[src/rtl/cplx_dot_acc.sv]
// rtl/cplx_dot_acc.sv - complex dot-product accumulator for a fixed number of beats
//
// Sums LEN signed complex products (in_re + j*in_im) into ACC_W-bit real and
// imaginary accumulators. The result is held until the downstream accepts it.
//
// Optional feature: define CPLX_DOT_ACC_SAT_EN to clamp overflowing components
// instead of wrapping them.
//
// Ports:
//   clk        rising-edge clock
//   rst_n      asynchronous active-low reset
//   clr        synchronous abort of the partial sum (ignored while a result is held)
//   in_valid   input beat valid
//   in_ready   block can accept a beat
//   in_re      signed real part of the incoming product (DATA_W bits)
//   in_im      signed imaginary part of the incoming product (DATA_W bits)
//   out_valid  result valid
//   out_ready  downstream accepts the result
//   out_re     signed accumulated real part (ACC_W bits)
//   out_im     signed accumulated imaginary part (ACC_W bits)
//   ovf        sticky overflow flag for the current result
module cplx_dot_acc #(
  parameter int DATA_W = 16,
  parameter int ACC_W  = 20,
  parameter int LEN    = 2
) (
  input  logic                     clk,
  input  logic                     rst_n,
  input  logic                     clr,
  input  logic                     in_valid,
  output logic                     in_ready,
  input  logic signed [DATA_W-1:0] in_re,
  input  logic signed [DATA_W-1:0] in_im,
  output logic                     out_valid,
  input  logic                     out_ready,
  output logic signed [ACC_W-1:0]  out_re,
  output logic signed [ACC_W-1:0]  out_im,
  output logic                     ovf
);

  localparam int CNT_W = (LEN > 1) ? $clog2(LEN + 1) : 1;

  typedef enum logic [1:0] {IDLE, ACC, DONE} state_t;

  state_t                   state, state_nxt;
  logic [CNT_W-1:0]         count, count_nxt;
  logic signed [ACC_W-1:0]  sum_re, sum_re_nxt;
  logic signed [ACC_W-1:0]  sum_im, sum_im_nxt;
  logic                     ovf_q, ovf_nxt;

  logic                     beat;
  logic signed [ACC_W-1:0]  add_re, add_im;
  logic                     ovf_re, ovf_im;

  // Returns {overflow, result}. Overflow is detected when both operands share
  // a sign and the wrapped sum does not.
  function automatic logic [ACC_W:0] acc_add(input logic signed [ACC_W-1:0] a,
                                             input logic signed [ACC_W-1:0] b);
    logic signed [ACC_W-1:0] s;
    logic                    o;
    s = a + b;
    o = (a[ACC_W-1] == b[ACC_W-1]) && (s[ACC_W-1] != a[ACC_W-1]);
`ifdef CPLX_DOT_ACC_SAT_EN
    if (o) begin
      s = a[ACC_W-1] ? {1'b1, {(ACC_W-1){1'b0}}} : {1'b0, {(ACC_W-1){1'b1}}};
    end
`endif
    return {o, s};
  endfunction

  assign {ovf_re, add_re} = acc_add(sum_re, ACC_W'(in_re));
  assign {ovf_im, add_im} = acc_add(sum_im, ACC_W'(in_im));

  assign in_ready  = (state != DONE);
  assign out_valid = (state == DONE);
  assign out_re    = sum_re;
  assign out_im    = sum_im;
  assign ovf       = ovf_q;

  // clr wins over a beat presented in the same cycle
  assign beat = in_valid && in_ready && !clr;

  always_ff @(posedge clk or negedge rst_n) begin
    if (!rst_n) begin
      state  <= IDLE;
      count  <= '0;
      sum_re <= '0;
      sum_im <= '0;
      ovf_q  <= 1'b0;
    end else begin
      state  <= state_nxt;
      count  <= count_nxt;
      sum_re <= sum_re_nxt;
      sum_im <= sum_im_nxt;
      ovf_q  <= ovf_nxt;
    end
  end

  always_comb begin
    state_nxt  = state;
    count_nxt  = count;
    sum_re_nxt = sum_re;
    sum_im_nxt = sum_im;
    ovf_nxt    = ovf_q;
    case (state)
      IDLE, ACC: begin
        if (clr) begin
          state_nxt  = IDLE;
          count_nxt  = '0;
          sum_re_nxt = '0;
          sum_im_nxt = '0;
          ovf_nxt    = 1'b0;
        end else if (beat) begin
          sum_re_nxt = add_re;
          sum_im_nxt = add_im;
          ovf_nxt    = ovf_q | ovf_re | ovf_im;
          // The LEN-th beat completes the result; with LEN=1 this fires from IDLE.
          if (count == CNT_W'(LEN - 1)) begin
            state_nxt = DONE;
            count_nxt = '0;
          end else begin
            state_nxt = ACC;
            count_nxt = count + CNT_W'(1);
          end
        end
      end
      DONE: begin
        if (out_ready) begin
          state_nxt  = IDLE;
          sum_re_nxt = '0;
          sum_im_nxt = '0;
          ovf_nxt    = 1'b0;
        end
      end
      default: begin
        state_nxt  = IDLE;
        count_nxt  = '0;
        sum_re_nxt = '0;
        sum_im_nxt = '0;
        ovf_nxt    = 1'b0;
      end
    endcase
  end

endmodule

[config.mk]
export PLATFORM = sky130hd
export DESIGN_NAME = cplx_dot_acc
export DESIGN_NICKNAME = d
export VERILOG_FILES = /design/src/rtl/cplx_dot_acc.sv
export SDC_FILE = /design/constraint.sdc
export NUM_CORES = 1
export LEC_CHECK = 0
export CORE_MARGIN = 1
export CORE_UTILIZATION = 51
export CTS_CLUSTER_SIZE = 40
export DETAILED_ROUTE_END_ITERATION = 10
export GPL_TIMING_DRIVEN = 0
export PLACE_DENSITY = 0.81
export SYNTH_ARGS = -nofsm -noshare
export SYNTH_HDL_FRONTEND = slang
export SYNTH_SLANG_ARGS = --single-unit
[constraint.sdc]
create_clock -name clk -period 2.9 [get_ports clk]
set_input_delay 0.725 -clock clk [delete_from_list [all_inputs] [get_ports clk]]
set_output_delay 0.725 -clock clk [all_outputs]
set_load 0.05 [all_outputs]
==> impl_metrics.tcl <==
set metrics [dict create \
    setup_viol_count_final 0 \
    seqPwrFrac_pct 27.8 \
    hold_path.class "in -> async" \
    slowest_stage "clkdlybuf4s50_1" \
    postLayoutCellArea_mm2 0.00477 \
    coreArea_mm2 0.00649 \
    io_pins 80 \
    finalHoldViolCount 0 \
    synth_xor_area_share_pct 6.98 \
    critPathMaxStageDelay_ns 0.42 \
    synth_top_family_by_area "compound AO/OA/AOI/OAI gates" \
    synth_area_leader_cell "dfrtp_1" \
    synthArstFlopShare_pct 100 \
    dieArea_mm2 0.00723 \
    path_class "in -> reg" \
    initial_core_util_pct 54.1 \
    critPathRequiredTime_ns 3.09 \
    ant_nets 0 \
    r2r_slack_ns 0.40 \
    setup_slack_ns 0.0594 \
    synth_top_area_share_pct 32.1 \
    relSlewSlack_pct 64.2 \
    ys_seq_elements 45 \
    cts_buffers 5 \
    cts-root-buf "clkbuf_8" \
    swShare_pct 43.7 \
    grt_pass1_wl_um 14500 \
    cp-startpoint "in_re[4]" \
    cts_hold_buf 0 \
    maxSlewViolCount 0 \
    power_mw 2.97 \
    clk_latency_ns 0.31 \
    power_frac_clock_pct 17.3 \
    r2r_start "out_re[1]" \
    grt_max_degree 37 \
    die_h_um 85 \
    combPwrFrac_pct 54.8 \
    fin_tns_setup_ns 0 \
    hold_ws_ns 0.282 \
    crit_path_end_kind "flip-flop" \
    fin_skew_ns 0.00949 \
    finalCritPeriodShare_pct 98.0 \
    place_area_mm2 0.00442 \
    wl_per_cell_um 15.6 \
    ir_worst_vdd_uv 295 \
    leakage_nw 2.14 \
    htreeDepth 2 \
    synth_compound_area_share_pct 24.5 \
    synth_fp_nets 475 \
    cts.sinks 45 \
    placementRows 29 \
    fmax_mhz 352 \
    instances_no_fill 570 \
    pre_cts_ws_ns -0.722 \
    synthMuxAreaShare_pct 0.570 \
    min_period_ns 2.84 \
    critPathMaxFanout 3 \
    layout_common_cells "clkdlybuf4s50_1, nand2_1, dfrtp_1" \
    syn_inst 398 \
    yosys-top-cells-area "dfrtp_1, ha_1, o21ai_0" \
    yosys.area_share.simple_pct 18.7 \
    max_cap_violations 0 \
    dp_hpwl_um 6440 \
    syn_area_per_cell_um2 8.83 \
    final_common_cell "clkdlybuf4s50_1" \
    switchingPower_mw 1.30 \
    worst_slew_pin_slew_ns 0.536 \
    first_pass_iters 4 \
    clkTransAtPathRegs_ns 0.09 \
    internal_power_mw 1.67 \
    dp.cells 555 \
    gp_congestion 0.925 \
    routed_wl_um 8920 \
    path_cells "clkdlybuf4s50_1 > ha_1 > o21a_1 > nor2_2 > nor3_4 > or3_4 > nand3_4 > a21oi_2 > or3_1 > a32o_1" \
    nets 569 \
    drive_above_1_share_pct 11.2 \
    grt_overflow 0 \
    drcViolationCount 0 \
    critPathLaunchType "input pin" \
    area_growth_pct 35.8 \
    antenna_found_initial 0 \
    ys_types 50 \
    synthAdderAreaFrac_pct 14.7 \
    vias_per_cell 5.99 \
    netlist_area_mm2 0.00351 \
    clk_path_buf_depth 2 \
    finish.utilization_pct 73.4 \
    cts_tree "built" \
    synth.yosys.warnings 0 \
    drt_iter0_drc 162 \
    synth_edf_count 0 \
    vias 3414 \
    gr-usage-all-layers_pct 24.7 \
    io_buffers 79 \
    status "finished, final reports clean" \
    ys.flop_type "dfrtp_1" \
    antenna_cells 0 \
    worst_ep_arrival_time_ns 3.03 \
    cellPowerDensity_mw_per_mm2 622 \
    grt_pass1_vias 3256 \
    die_x_um 85 \
    yosysSeqAreaShare_pct 32.1 \
]
## cell usage after synthesis, drive strengths merged, types with 2 or more instances
library cell / number
nor2: 18
o211ai: 2
nor3: 11
nand2: 48
o21a: 4
nor2b: 3
a21oi: 29
o31ai: 2
inv: 8
dfrtp: 45
xnor2: 13
nor4: 4
a31oi: 4
a32o: 4
o21bai: 4
a22o: 6
a41oi: 4
and3: 6
or3: 9
a211oi: 4
and4: 4
o21ai: 44
o2111ai: 2
and2: 2
nand3: 10
nand3b: 2
xor2: 15
mux2i: 2
nand4: 6
a21o: 17
clkbuf: 10
a221oi: 2
ha: 38
nand2b: 7
fa: 2
a311oi: 2
## critical path, delay by kind of cell
family	cells	cell delay, ns
compound gates	3	0.50
fa+ha+maj	1	0.34
buf+inv	1	0.42
simple gates	5	1.05
## sequential cells by signal, summed over array words and instances, names as in the netlist
signal	count
count	2
ovf	1
out_re	20
state	2
out_im	20
## path summary, 6_finish.rpt
check / end / cells past startpoint
min: out_re[15] / 1
min in group clk: count[1] / 1
max reg2reg: out_re[17] / 9
max: out_re[17] / 10
max in group asynchronous: out_im[15] / 2
min reg2reg: count[1] / 1
## power by group through the flow
stage               registers (mW)  clock network, mW  logic (mW)
floorplan                     1.15                  0       0.739
global placement             0.828                  0        1.47
CTS                          0.821              0.517        1.55
detailed placement           0.831                  0        1.50
finish                       0.826              0.514        1.63
global route                 0.838              0.548        1.75
## cell families after synthesis
family                   count (synthesis)
adder cells (fa/ha/maj)                 40
AO/OA/AOI/OAI                          134
buffers and inverters                   19
XOR/XNOR                                28
flip-flops                              45
multiplexers                             2
AND/OR/NAND/NOR                        130
## routing by layer
layer / track usage [%] / vias up / part of all wire, %
met4: 6.47 / 0 / 0.61
met1: 32.5 / 1636 / 47
met5: 0 / - / 0
li1: - / 1673 / -
met3: 4.86 / 6 / 4.9
met2: 41.8 / 99 / 47
## final cells by class
| class | count | area [um^2] |
|---|---|---|
| Sequential cell | 45 | 1130 |
| Multi-Input combinational cell | 334 | 2470 |
| Tap cell | 77 | 96.3 |
| Clock buffer | 7 | 86.3 |
| Buffer | 9 | 51.3 |
| Timing Repair Buffer | 89 | 881 |
| Inverter | 8 | 30.0 |
| Clock inverter | 1 | 30.0 |
| Fill cell | 486 | 1730 |
## what timing repair did
action                     CTS  global route
buffers inserted             3             6
resized for setup           17            25
setup endpoints to repair   11            14
pin swaps                    8            19
Note: power is estimated with default switching activity, not from simulation.
==> variant 1 (same settings) <==
The option `CPLX_DOT_ACC_SAT_EN` is turned on by a define.
--- a/src/rtl/cplx_dot_acc.sv
+++ b/src/rtl/cplx_dot_acc.sv
@@ -21,2 +21,4 @@
 //   ovf        sticky overflow flag for the current result
+`define CPLX_DOT_ACC_SAT_EN
+
 module cplx_dot_acc #(
Check against the original RTL: no difference found for any inputs over 10 cycles, from zero or initial values and one cycle with rst_n low; that may be too few to reach the edited logic, so the function may still have changed.
==> variant 1 against the unedited design <==
Sequential cell count stayed put; combinational power grew 44%; utilization is 2.6 points higher; count of clock-buffer cells in the layout fell by 2; non-clock buffer count rose by 22; total power up 22%; worst setup slack lost 11 ps; synthesized area is 12% higher; largest power group unchanged; synthesized cell count rose by 17%; register-to-register slack got worse by 40 ps; final area grew 17%; routed wire length grew 38%.
==> variant 1: results (changes against the unedited design) <==
STA
  – Relative slew margins: 56.05% (-8.1 points)
  – Clk_skew: 9.065 ps (-0.4276 ps)

Routing
  – Total Wirelength: 12300 um (+38%)
  – Drt pass-1 iters: 7 (+3)
  – Via count: 4296 (+26%)
  – Post-DR wirelength/cell: 18.12 um (+16%)
  – Initial DRC count: 341 (+110%)

Critical path
  – Setup crit end: ovf
  – RR Endpoint: out_im[8]
  – Critical path launch point: in_re[10]
  – R2R setup slack: 360 ps (-40 ps)
  – Worst R2R Start: out_im[0]
  – Crit path max fanout: 5 (+2)
  – Cells on worst reg2reg path: 11 (+2)

Power and ir drop
  – Max VDD drop: 0.3581 mV (+21%)
  – Static leakage: 2.455 nW (+15%)

Status
  – Status: completed

Placed design
  – Final GP Congestion: 0.8893 (-3.8%)

Logic synthesis
  – Synth top cells by count: nor2_1 (50), dfrtp_1 (45), nand2_1 (45), ha_1 (38), a21oi_1 (28)
  – Sequential area share after synthesis: 28.64% (-3.4 points)
  – Yosys warns: 0 (unchanged)
  – Area contributors post-synth: dfrtp_1 (29%), ha_1 (12%), nor2_1 (4.8%)
  – Synthesized net count: 544 (+15%)
  – Avg Cell Area, Syn: 8.418 um^2 (-4.6%)
  – Count of cell types in the netlist: 63 (+26%)

Finish
  – # nets final: 656 (+15%)
  – Layout cells sized above 1: 19.31% (+8.2 points)

Global routing
  – First-pass GRT wire length: 19000 um (+31%)
  – Largest net degree at the start of global routing: 35 (-5.4%)
  – Vias in the first global route: 3985 (+22%)
[variant 1: final cells by class]
class | instances | area, um^2 | area share, %
plain buffers | 14 | 106.4 | 1.898
clock buffers | 5 | 68.82 | 1.228
clock inverters | 3 | 22.52 | 0.4019
inverters | 15 | 56.30 | 1.005
multi-input cells | 392 | 3070 | 54.79
flip-flops and latches | 45 | 1126 | 20.09
well taps | 99 | 123.9 | 2.210
repair buffers | 106 | 1030 | 18.37
[variant 1: worst min path at each step]
stage                            end  startpoint  cells past startpoint  slack (ps)
after CTS                  out_im[5]       rst_n                      1         320
after detailed placement    state[0]    state[1]                      1         480
final                      out_im[5]       rst_n                      1         310
after global placement      state[0]    state[1]                      1         470
after floorplan             count[0]       rst_n                      0         430
after global routing      out_im[11]       rst_n                      1         320
[variant 1: cells by family (layout without fill, tap and decap cells)]
logic type / after synthesis / count (layout) / share of synthesized area [%]
adder cells (fa/ha/maj): 40 / 40 / 13.11
buffers and inverters: 30 / 143 / 3.501
AO/OA/AOI/OAI: 163 / 163 / 29.15
XOR/XNOR: 19 / 19 / 4.233
flip-flops: 45 / 45 / 28.64
multiplexers: 3 / 3 / 1.082
AND/OR/NAND/NOR: 167 / 167 / 20.27
[variant 1: metrics by stage]
step	hold WS [ps]	util, %	instance area [um^2]	setup TNS (ps)	setup slack, ps
after floorplan	429.4	-	3931	0	183.4
after global placement	465.8	65.76	4846	-30870	-625.2
after detailed placement	483.0	65.96	4861	-21530	-692.2
after CTS	316.5	71.05	5236	0	2.087
after global routing	321.1	76.04	5604	-534.6	-74.65
final	310.4	76.04	5604	0	47.91
[variant 1: report_power, final]
group          switching [mW]  internal, mW  total (mW)
sequential              0.127         0.739       0.866
clock                   0.245         0.172       0.417
combinational            1.36         0.988        2.35
[variant 1: worst max-delay path: stages]
cell and delay [ps]:
clkdlybuf4s50_1 430, ha_1 350, o21ai_2 80, o211a_1 270, o31ai_4 330, o31ai_4 80, buf_6 140, mux2i_4 210
buf_6 150, o31ai_2 190, a21oi_1 100
[variant 1: timing repair]
item,CTS,global route
pin swaps,18,30
resized for setup,39,71
cloned,0,1
setup buffers,16,9
setup endpoints to repair,35,38
[variant 1: routing by layer]
metal  GRT usage [%]  routed length [um]  vias to the layer above  part of all wire, %
met5               0                   0                        -                    0
met4           12.43                 461                        0                  3.7
met3           4.399                 877                       52                  7.1
met2           47.18                5929                      211                   48
met1           37.12                5034                     2069                   41
li1                -                   -                     1964                    -
==> variant 2 (config.mk and constraints unchanged) <==
Made on the original files. `sum_im` no longer has a reset.
--- a/src/rtl/cplx_dot_acc.sv
+++ b/src/rtl/cplx_dot_acc.sv
@@ -87,3 +87,2 @@
       sum_re <= '0;
-      sum_im <= '0;
       ovf_q  <= 1'b0;
@@ -93,5 +92,8 @@
       sum_re <= sum_re_nxt;
-      sum_im <= sum_im_nxt;
       ovf_q  <= ovf_nxt;
     end
+  end
+
+  always_ff @(posedge clk) begin
+    sum_im <= sum_im_nxt;
   end
Check against the original RTL: not equivalent (Yosys sat finds a counterexample within 4 cycles, from zero or initial values and one cycle with rst_n low).
==> variant 2 against the unedited design <==
The flow now finishes with violations (design-rule violations); via count fell by 2.5%; sequential power is 22% higher; register-to-register slack got worse by 170 ps; critical path depth decreased by 1; total power rose by 36%; worst setup slack better by 2.1 ps; clock power down 18%; sequential share of layout area rose by 2.6 points; synthesized area down 0.75%; routed wire length grew 7.8%; sequential cell count stayed put; final area decreased by 2.1%; largest cell class unchanged; largest power group unchanged; highest routed layer unchanged.
==> variant 2: results (changes against the unedited design) <==
Routing
  – Initial DRC count: 178 (+9.9%)
  – Post-DR wirelength/cell: 17.35 um (+11%)
  – Drt pass-1 iters: 10 (+6)
  – DRC Markers: 3 (+3)
  – Via count: 3329 (-2.5%)

Logic synthesis
  – Count of cell types in the netlist: 54 (+8.0%)
  – Yosys warns: 0 (unchanged)
  – Sequential area share after synthesis: 35.16% (+3.1 points)
  – Syn Inst Count: 381 (-4.3%)
  – Area contributors post-synth: dfrtp_1 (18%), edfxtp_1 (17%), ha_1 (14%)
  – Synth top cells by count: nand2_1 (43), ha_1 (38), nor2_1 (28), a21oi_1 (26), dfrtp_1 (25)
  – Number of flops mapped to enable cells by yosys: 20 (+20)
  – Synthesized net count: 458 (-3.6%)
  – Async set or reset register ratio after synthesis: 55.56% (-44 points)
  – Dominant synthesized flop cell: dfrtp_1

Placed design
  – Final GP Congestion: 0.9233 (-0.13%)
  – DP HPWL: 6892 um (+7.0%)
  – Port Buf Inserts: 79 (unchanged)
  – Dpl ws: -605.4 ps (+116.5 ps)
  – Cell count after placement: 537 (-3.2%)

CTS
  – CTS root buf: clkbuf_8
  – Num CTS Buffers: 5 (unchanged)
  – Clock Path Buffers: 2 (unchanged)
  – Clk_lat worst skew: 300 ps
  – H-tree depth: 2 (unchanged)
  – Worst-path clk slew: 90 ps (about the same)

Global routing
  – First-pass GRT wire length: 15680 um (+8.1%)
  – Largest net degree at the start of global routing: 26 (-30%)
  – Initial antenna violation count: 0 (unchanged)
  – GR Util All Layers: 27.33% (+2.6 points)

Power and ir drop
  – Final Total Pwr: 4.045 mW (+36%)
  – Switching portion of total power: 48.77% (+5.1 points)
  – Clock power share: 10.4% (-6.9 points)
  – Max VDD drop: 0.4736 mV (+61%)
  – Sequential Power Share: 25.0% (-2.8 points)
  – Static leakage: 2.017 nW (-5.7%)

Finish
  – Finished Layout Cells: 554 (-2.8%)
  – Antenna Diode Count: 0 (unchanged)
  – Layout cells sized above 1: 10.27% (-0.88 points)

Critical path
  – Delay-heaviest family, CP: compound AO/OA/AOI/OAI gates
  – Worst Path Arrival: 3030 ps (about the same)
  – Crit path max fanout: 7 (+4)
  – Crit path largest cell delay: 410 ps
  – CP max-delay cell: ha_1

STA
  – Relative slew margins: 34.71% (-29 points)
  – Clk_skew: 6.800 ps (-2.693 ps)

Worst hold path
  – Worst min-delay path category: in -> async

Status
  – Status: complete, but fails checks
  – Failing checks: design-rule violations
==> variant 2: path summary, 6_finish.rpt <==
kind / startpoint / to / slack (ps) / cells after the start
worst max-delay path: in_im[15] / ovf / 60 / 9
worst min-delay path: rst_n / out_re[15] / 450 / 1
worst max register to register: out_re[0] / out_re[8] / 230 / 11
worst min register to register: count[1] / count[1] / 520 / 1
max in group asynchronous: rst_n / count[1] / 2000 / 1
min in group clk: count[1] / count[1] / 520 / 1
==> variant 2: cell families after synthesis <==
logic type	after synthesis	synth area share, %
adder cells (fa/ha/maj)	40	14.78
multiplexers	2	0.5741
buffers and inverters	21	2.261
AO/OA/AOI/OAI	128	25.40
XOR/XNOR	21	5.274
flip-flops	45	35.16
AND/OR/NAND/NOR	124	16.54
==> variant 2: per-stage QoR <==
step	area (um^2)	hold WS [ps]
6_report	4669	448.1
5_1_grt	4669	495.1
4_1_cts	4562	528.7
3_5_place_dp	4374	496.7
3_3_place_gp	4374	464.1
2_1_floorplan	3487	429.4
==> variant 2: layer usage <==
layer  track usage [%]  up-vias  part of all wire (%)
met3             5.015       12                   5.1
met2             46.64      108                    49
met4             7.242        0                   1.1
met1             35.77     1592                    45
li1                  -     1617                     -
met5                 0        -                     0
==> variant 2: layout make-up <==
| class | count | area (um^2) |
|---|---|---|
| multi-input combinational | 315 | 2321 |
| fill | 490 | 1789 |
| sequential | 45 | 1226 |
| timing repair buffer | 88 | 854.6 |
| tap | 77 | 96.34 |
| clock buffer | 6 | 82.58 |
| inverter | 14 | 52.55 |
| buffer | 7 | 27.53 |
| clock inverter | 2 | 8.758 |
==> variant 2: repair_timing <==
action,in CTS,in global routing
buffers inserted,5,4
resized for setup,18,24
hold endpoints to repair,0,0
pin swaps,9,14
endpoints found under the setup margin,16,16
